<file path="src/rtl/spi_gain_loader_if.sv">
// SPI pins from the host plus the register-write port towards the gain map.
interface spi_gain_loader_if;
  logic       sclk;
  logic       cs_n;
  logic       mosi;
  logic       we;
  logic [7:0] addr;
  logic [7:0] data_out;
  logic       busy;
  logic       frame_err;
  logic       addr_err;

  modport master (
    output sclk, cs_n, mosi,
    input  we, addr, data_out, busy, frame_err, addr_err
  );

  modport slave (
    input  sclk, cs_n, mosi,
    output we, addr, data_out, busy, frame_err, addr_err
  );
endinterface

</file>
<file path="src/rtl/spi_gain_loader.sv">
// SPI slave (mode 0, 16-bit addr/data frames) that commits range-checked
// single-cycle writes into the equalizer gain register map.
//
// state  | meaning
// ARM    | post-reset; wait for settled cs_n high so a live frame is ignored
// IDLE   | waiting for cs_n falling edge
// SHIFT  | receiving bits on sclk rising edges (busy)
// CHECK  | one cycle; validate count/address, issue write or error pulse
module spi_gain_loader #(
  parameter int NUM_REGS    = 10,
  parameter int SYNC_STAGES = 2
) (
  input logic             clk,
  input logic             rst,
  spi_gain_loader_if.slave bus
);

  localparam logic [1:0] ST_ARM   = 2'd0;
  localparam logic [1:0] ST_IDLE  = 2'd1;
  localparam logic [1:0] ST_SHIFT = 2'd2;
  localparam logic [1:0] ST_CHECK = 2'd3;

  localparam logic [7:0] NUM_REGS_B = 8'(NUM_REGS);
  localparam logic [4:0] FRAME_BITS = 5'd16;
  localparam logic [4:0] CNT_SAT    = 5'd17;
  localparam logic [7:0] ARM_SETTLE = 8'(SYNC_STAGES + 1);

  logic [SYNC_STAGES-1:0] sclk_sync;
  logic [SYNC_STAGES-1:0] cs_sync;
  logic [SYNC_STAGES-1:0] mosi_sync;
  logic                   sclk_s, cs_s, mosi_s;
  logic                   sclk_d, cs_d;
  logic                   sclk_rise, cs_fall, cs_rise;

  logic [1:0]  state;
  logic [7:0]  arm_tmr;
  logic [4:0]  bit_cnt;
  logic [15:0] shift_reg;
  logic        we_q, frame_err_q, addr_err_q;
  logic [7:0]  addr_q, data_q;

  assign sclk_s = sclk_sync[SYNC_STAGES-1];
  assign cs_s   = cs_sync[SYNC_STAGES-1];
  assign mosi_s = mosi_sync[SYNC_STAGES-1];

  // Edge pulses are registered so pin-to-detect latency is SYNC_STAGES+1.
  always_ff @(posedge clk or negedge rst) begin
    if (!rst) begin
      sclk_sync <= '0;
      cs_sync   <= '1;
      mosi_sync <= '0;
      sclk_d    <= 1'b0;
      cs_d      <= 1'b1;
      sclk_rise <= 1'b0;
      cs_fall   <= 1'b0;
      cs_rise   <= 1'b0;
    end else begin
      sclk_sync <= {sclk_sync[SYNC_STAGES-2:0], bus.sclk};
      cs_sync   <= {cs_sync[SYNC_STAGES-2:0], bus.cs_n};
      mosi_sync <= {mosi_sync[SYNC_STAGES-2:0], bus.mosi};
      sclk_d    <= sclk_s;
      cs_d      <= cs_s;
      sclk_rise <= sclk_s & ~sclk_d;
      cs_fall   <= ~cs_s & cs_d;
      cs_rise   <= cs_s & ~cs_d;
    end
  end

  always_ff @(posedge clk or negedge rst) begin
    if (!rst) begin
      state       <= ST_ARM;
      arm_tmr     <= ARM_SETTLE;
      bit_cnt     <= '0;
      shift_reg   <= '0;
      we_q        <= 1'b0;
      frame_err_q <= 1'b0;
      addr_err_q  <= 1'b0;
      addr_q      <= '0;
      data_q      <= '0;
    end else begin
      we_q        <= 1'b0;
      frame_err_q <= 1'b0;
      addr_err_q  <= 1'b0;
      case (state)
        ST_ARM: begin
          // Synchroniser reset values are not pin values; let them flush first.
          if (arm_tmr != 8'd0)
            arm_tmr <= arm_tmr - 8'd1;
          else if (cs_s)
            state <= ST_IDLE;
        end
        ST_IDLE: begin
          if (cs_fall) begin
            bit_cnt   <= '0;
            shift_reg <= '0;
            state     <= ST_SHIFT;
          end
        end
        ST_SHIFT: begin
          if (sclk_rise) begin
            if (bit_cnt < FRAME_BITS)
              shift_reg <= {shift_reg[14:0], mosi_s};
            if (bit_cnt != CNT_SAT)
              bit_cnt <= bit_cnt + 5'd1;
          end
          if (cs_rise)
            state <= ST_CHECK;
        end
        ST_CHECK: begin
          if (bit_cnt != FRAME_BITS) begin
            frame_err_q <= 1'b1;
          end else if (shift_reg[15:8] < NUM_REGS_B) begin
            we_q   <= 1'b1;
            addr_q <= shift_reg[15:8];
            data_q <= shift_reg[7:0];
          end else begin
            addr_err_q <= 1'b1;
          end
          state <= ST_IDLE;
        end
        default: state <= ST_ARM;
      endcase
    end
  end

  assign bus.we        = we_q;
  assign bus.addr      = addr_q;
  assign bus.data_out  = data_q;
  assign bus.busy      = (state == ST_SHIFT);
  assign bus.frame_err = frame_err_q;
  assign bus.addr_err  = addr_err_q;

endmodule

</file>
<file path="src/flat_wrapper.sv">
// flat-port wrapper written by rule: the top's interface ports become plain ports
module spi_gain_loader_flat 
#(
  parameter int NUM_REGS    = 10,
  parameter int SYNC_STAGES = 2
)
  (clk, rst, bus_sclk, bus_cs_n, bus_mosi, bus_we, bus_addr, bus_data_out, bus_busy, bus_frame_err, bus_addr_err);
  spi_gain_loader_if bus_i ();
  input logic clk;
  input logic rst;
  input wire logic [$bits(bus_i.sclk)-1:0] bus_sclk;
  input wire logic [$bits(bus_i.cs_n)-1:0] bus_cs_n;
  input wire logic [$bits(bus_i.mosi)-1:0] bus_mosi;
  output wire logic [$bits(bus_i.we)-1:0] bus_we;
  output wire logic [$bits(bus_i.addr)-1:0] bus_addr;
  output wire logic [$bits(bus_i.data_out)-1:0] bus_data_out;
  output wire logic [$bits(bus_i.busy)-1:0] bus_busy;
  output wire logic [$bits(bus_i.frame_err)-1:0] bus_frame_err;
  output wire logic [$bits(bus_i.addr_err)-1:0] bus_addr_err;
  assign bus_i.sclk = bus_sclk;
  assign bus_i.cs_n = bus_cs_n;
  assign bus_i.mosi = bus_mosi;
  assign bus_we = bus_i.we;
  assign bus_addr = bus_i.addr;
  assign bus_data_out = bus_i.data_out;
  assign bus_busy = bus_i.busy;
  assign bus_frame_err = bus_i.frame_err;
  assign bus_addr_err = bus_i.addr_err;
  spi_gain_loader #(.NUM_REGS(NUM_REGS), .SYNC_STAGES(SYNC_STAGES)) u_core (.clk(clk), .rst(rst), .bus(bus_i));
endmodule
</file>
<file path="config.mk">
export PLATFORM = sky130hd
export DESIGN_NAME = spi_gain_loader_flat
export DESIGN_NICKNAME = d
export VERILOG_FILES = /design/src/rtl/spi_gain_loader_if.sv /design/src/rtl/spi_gain_loader.sv /design/src/flat_wrapper.sv
export SDC_FILE = /design/constraint.sdc
export NUM_CORES = 1
export LEC_CHECK = 0
export ABC_AREA = 1
export CAP_MARGIN = 10
export CORE_MARGIN = 10
export CORE_UTILIZATION = 51
export DETAILED_ROUTE_END_ITERATION = 10
export PLACE_DENSITY = 0.8
export SLEW_MARGIN = 0
export SYNTH_ARGS = -nofsm -noshare
export SYNTH_HDL_FRONTEND = slang
export SYNTH_SLANG_ARGS = --single-unit
</file>
<file path="constraint.sdc">
create_clock -name clk -period 1.5 [get_ports clk]
set_input_delay 0.375 -clock clk [delete_from_list [all_inputs] [get_ports clk]]
set_output_delay 0.375 -clock clk [all_outputs]
set_load 0.01 [all_outputs]
</file>
-- Word-level counts from Yosys, hierarchy flattened
Index checks and enable logic that the tools add are counted.
- output and inout bits: 20
- word-level logic and storage cells: 69
- bits in registers: 61
- input port bits: 5
- eq/ne operators: 12
- bitwise logic cells: 7
- add/subtract/negate cells: 2
- reduce and logical (&&, ||, !) cells: 8
- $lt $le $gt $ge: 2
- muxes and demuxes: 21
- operator list (cell ; number):
    two-way mux 16 bit ; 3
    one-hot mux 16 bit (2 select lines) ; 1
    two-way mux 5 bit ; 3
    != test 2 x 1 -> 1 bit (second input constant) ; 6
    AND reduction 4 bit ; 3
    != test 5 bit (second input constant) ; 2
    one-hot mux 5 bit (2 select lines) ; 1
    less-than comparator 8 x 4 -> 1 bit (second input constant) ; 1
    two-way mux 1 bit ; 8
    two-way mux 2 bit ; 4
    one-hot mux 2 bit (4 select lines) ; 1
    nonzero test 8 bit ; 1
    subtractor 8 x 1 -> 8 bit (second input constant) ; 1
    adder 5 x 1 -> 5 bit (second input constant) ; 1
    less-than comparator 5 bit (second input constant) ; 1
    equality test 2 bit (second input constant) ; 2
    NOT 1 bit ; 4
    bitwise AND 1 bit ; 3
    AND reduction 3 bit ; 1
    equality test 2 x 1 -> 1 bit (second input constant) ; 1
    logical NOT 2 bit ; 1
    != test 2 bit (second input constant) ; 1
    AND reduction 2 bit ; 1
    nonzero test 2 bit ; 1

-- Depth between registers and ports, before layout
- word-level depth: 4
- gate-level depth with buffers: 10
- gate-level depth less buffers: 9

-- Least setup slack after synthesis
OpenSTA, ideal clock, no wires.
- kind: flip-flop to flip-flop
- start point: register u_core.state[0]
- end point: register u_core.shift_reg[12]
- arrival time: 1417 ps
- setup time: 83 ps
- slack: 1 ps
- period minus slack after synthesis: 1499 ps
- stages on the path, launching flop included: 10
- required time: 1417 ps
- buffers on the path: 2
- cell sequence: dfrtp_1 inv_1 ha_1 buf_2 nand2_1 nand2_1 nor2_1 buf_2 nand3_1 o21ai_0
- longest elaborated chain between the ends: 3
- elaborated cells between the ends (all ways): 8
- those cells by class: eq/ne: 5; mux: 1; reduce/logical: 2
- ends and longest elaborated chain (element ; RTL line ; text):
    start, declared ; spi_gain_loader.sv:35 ; logic [1:0] state;
    start signal, assigned ; spi_gain_loader.sv:71 ; state <= ST_ARM;
    start signal, assigned ; spi_gain_loader.sv:90 ; state <= ST_IDLE;
    start signal, assigned ; spi_gain_loader.sv:96 ; state <= ST_SHIFT;
    equality test 2 bit (*) ; - ;
    via bus_busy ; flat_wrapper.sv:17 ; output wire logic [$bits(bus_i.busy)-1:0] bus_busy;
    != test 2 x 1 -> 1 bit (no line) or nonzero test 2 bit (tied branches) ; - ;
    AND reduction 4 bit (no line) ; - ;
    end signal, assigned ; spi_gain_loader.sv:102 ; shift_reg <= {shift_reg[14:0], mosi_s};
    end, declared ; spi_gain_loader.sv:38 ; logic [15:0] shift_reg;
The timed path passes the listed nets; every way through them passes the cells marked *.
A chain may end at the register's enable or synchronous reset.

-- Final worst setup path
- start point: register u_core.state[0]
- end point: output port bus_busy
- longest elaborated chain between the ends: 1
- ends and longest elaborated chain (element ; RTL line ; text):
    equality test 2 bit ; spi_gain_loader.sv:129 ; assign bus.busy = (state == ST_SHIFT);
    end, declared ; flat_wrapper.sv:17 ;
Every way passes these cells.

==> flow_summary.ini <==
[global_routing]
grt_max_degree = 19
antenna_found_initial = 0
groute.usage.overall_pct = 12.5
grt_remaining_overflow = 0
grt_first_pass_wirelength_um = 8760
first_global_vias = 2050

[detailed_routing]
drt_iter0_drc = 117
dr.pass1.iters = 4
num_vias = 2077
avgRoutedWirePerCell_um = 12.0
drt-total-wl_um = 5080
drtAntennaViolNets = 0
remaining_drc_errors = 0
routed_via_density = 4.90

[timing]
finalCritPeriodShare_pct = 96.1
fin_skew_ns = 0.00631
slew_viol_final = 0
fin_crit_ns = 1.44
rsz0062_at_grt = yes
timing.slew.headroom_pct = 70.0
fin_tns_setup_ns = 0
worst_slew_pin_slew_ns = 0.450
setup_viol = 0
fmax_ghz = 0.694
hold_viol = 0

[floorplanning]
row_count = 26
core_area_mm2 = 0.00514
start_util_pct = 52.6
die_y_um = 92.8
die_w_um = 92.8
die-area_mm2 = 0.00862
ios = 25

[worst_setup_path]
critPathMaxFanout = 2
cp-end-kind = primary output
rrSetupSlack_ns = 0.09
critPathRequiredTime_ns = 1.12
start_kind = flop
reg2regPathDepth = 8
cp.arrival_ns = 1.07
worstSetupPathType = flop to primary output
reg2reg_from = u_core.state[0]
regToRegEndpoint = u_core.shift_reg[3]

[logic_synthesis]
syn-num-nets = 317
yosysMostFrequentCell = nand2_1
async_reset_ff_share_pct = 100
synth-edff-count = 0
synth_cell_types = 23
ys.flop_type = dfrtp_1
synth-seq-cells = 61
synth_top_area_share_pct = 51.8
ys_top_cells_by_count = 83 x nand2_1, 56 x dfrtp_1, 40 x nand3_1
ys_top_cells_by_area = dfrtp_1 52%, nand2_1 12%, nand3_1 7.4%, dfstp_2 4.9%, o21ai_0 4.8%
synth_top_area_cell = dfrtp_1
mappedNetlistArea_mm2 = 0.00271
synth.avg_cell_area_um2 = 8.93
synth.yosys.seq_area_share_pct = 56.7
synthCells = 303
yosysWarnings = 0

[min_path]
hold_path.startpoint = u_core.sclk_sync[0]
hp-class = flop to flop
min_path_cells = 0
whs_endpoint = u_core.sclk_sync[1]

[place]
dpl_cell_area_mm2 = 0.00312
dp_hpwl_um = 3660
io_buffers = 24
routabilityCongestion = 0.814

[final_layout]
largest_reg_flops = 16
final_area_mm2 = 0.00339
diodes = 0
syn_to_final_growth_pct = 25.4
nNetsFinal = 363
drive_above_1_share_pct = 18.1

[clock_network]
cts_tree = done
htree_levels = 3
cts_buffer_depth = 2
numCtsBuffers = 9
path_clk_slew_ns = 0.07
clock_latency_ns = 0.33
clkSinkCount = 61
cts-root-buf = clkbuf_8

[job]
drv_cap = 0

[status]
status = complete, no violations

[power_and_ir_drop]
ir_drop_v = 0.000751
total_power_w = 0.00480
p_leak_nw = 1.79
p_per_area_mw_per_mm2 = 1410
-- report_power, final --
part | internal (W) | total (W) | switching [W]
registers | 0.00174 | 0.00181 | 0.0000630
logic | 0.000627 | 0.00155 | 0.000918
clock network | 0.000815 | 0.00145 | 0.000631
total | 0.00319 | 0.00480 | 0.00161
-- what timing repair did --
item / CTS / global route
pin swaps: 0 / 4
gates cloned: 0 / 2
setup buffers: 0 / 1
endpoints found under the setup margin: 26 / 38
endpoints found under the hold margin: 15 / 0
resized for setup: 25 / 30
hold buffers: 1 / 0
-- worst max-delay path, stage by stage, from the launching register on --
cell and delay [ns]:
dfrtp_1 0.39, inv_2 0.06, ha_2 0.19, buf_6 0.10
-- cell type report --
cell class,instances,area (µm²)
inverters,33,124
fillers,438,1750
clock inverters,5,60.1
multi-input cells,200,1050
flip-flops and latches,61,1530
clock buffers,11,141
repair buffers,44,402
well taps,70,87.6
-- worst max-delay path by stage --
| stage | start | endpoint | slack, ns |
|---|---|---|---|
| final | u_core.state[0] | bus_busy | 0.06 |
| after global routing | u_core.state[0] | u_core.bit_cnt[2] | -0.01 |
| after CTS | u_core.state[0] | u_core.bit_cnt[3] | 0.004 |
| after detailed placement | u_core.state[0] | u_core.shift_reg[9] | -0.02 |
| after global placement | u_core.state[0] | bus_busy | 0.003 |
| after floorplan | u_core.state[0] | u_core.shift_reg[12] | 0.0005 |
-- layout by cell type (no fill, tap or decap), types with 2 or more instances in the layout --
master,netlist,final
nand2_1,83,77
dfrtp_1,56,56
nand3_1,40,40
inv_1,33,30
nor2_1,22,20
dlygate4sd2_1,0,19
o21ai_0,26,16
buf_4,0,13
o21ai_1,0,10
clkbuf_8,0,10
ha_1,9,6
nand2_2,0,5
dfstp_2,5,5
nor2_2,4,4
nand4_1,4,4
buf_6,3,4
inv_2,0,3
nor2_4,1,3
clkdlybuf4s50_1,0,3
nand2_4,1,2
xnor2_1,2,2
ha_2,0,2
clkinv_4,0,2
buf_12,0,2
-- stage by stage --
stage / setup slack [ns] / utilization, % / cells / hold WS, ns
after global placement: 0.00272 / 60.6 / 404 / 0.333
final: 0.0589 / 66.0 / 424 / 0.350
after global routing: -0.0141 / 66.0 / 424 / 0.369
after CTS: 0.00438 / 64.3 / 421 / 0.352
after floorplan: 0.000530 / - / 303 / 0.0794
after detailed placement: -0.0186 / 60.6 / 404 / 0.336
-- metal layers --
metal / GRT usage (%) / up-vias / part of all wire, %
li1: - / 1062 / -
met1: 13.3 / 963 / 42
met2: 21.3 / 44 / 50
met3: 3.71 / 8 / 6.0
met4: 7.71 / 0 / 1.9
met5: 0 / - / 0
-- cells by family (layout without fill, tap and decap cells) --
group	after synthesis	count (layout)	share of synthesized area [%]
AND/OR/NAND/NOR	158	158	25.5
flip-flops	61	61	56.7
buffers and inverters	43	93	6.94
AO/OA/AOI/OAI	30	31	6.11
adder cells (fa/ha/maj)	9	9	4.16
XOR/XNOR	2	2	0.648
(Power assumes the default switching activity.)
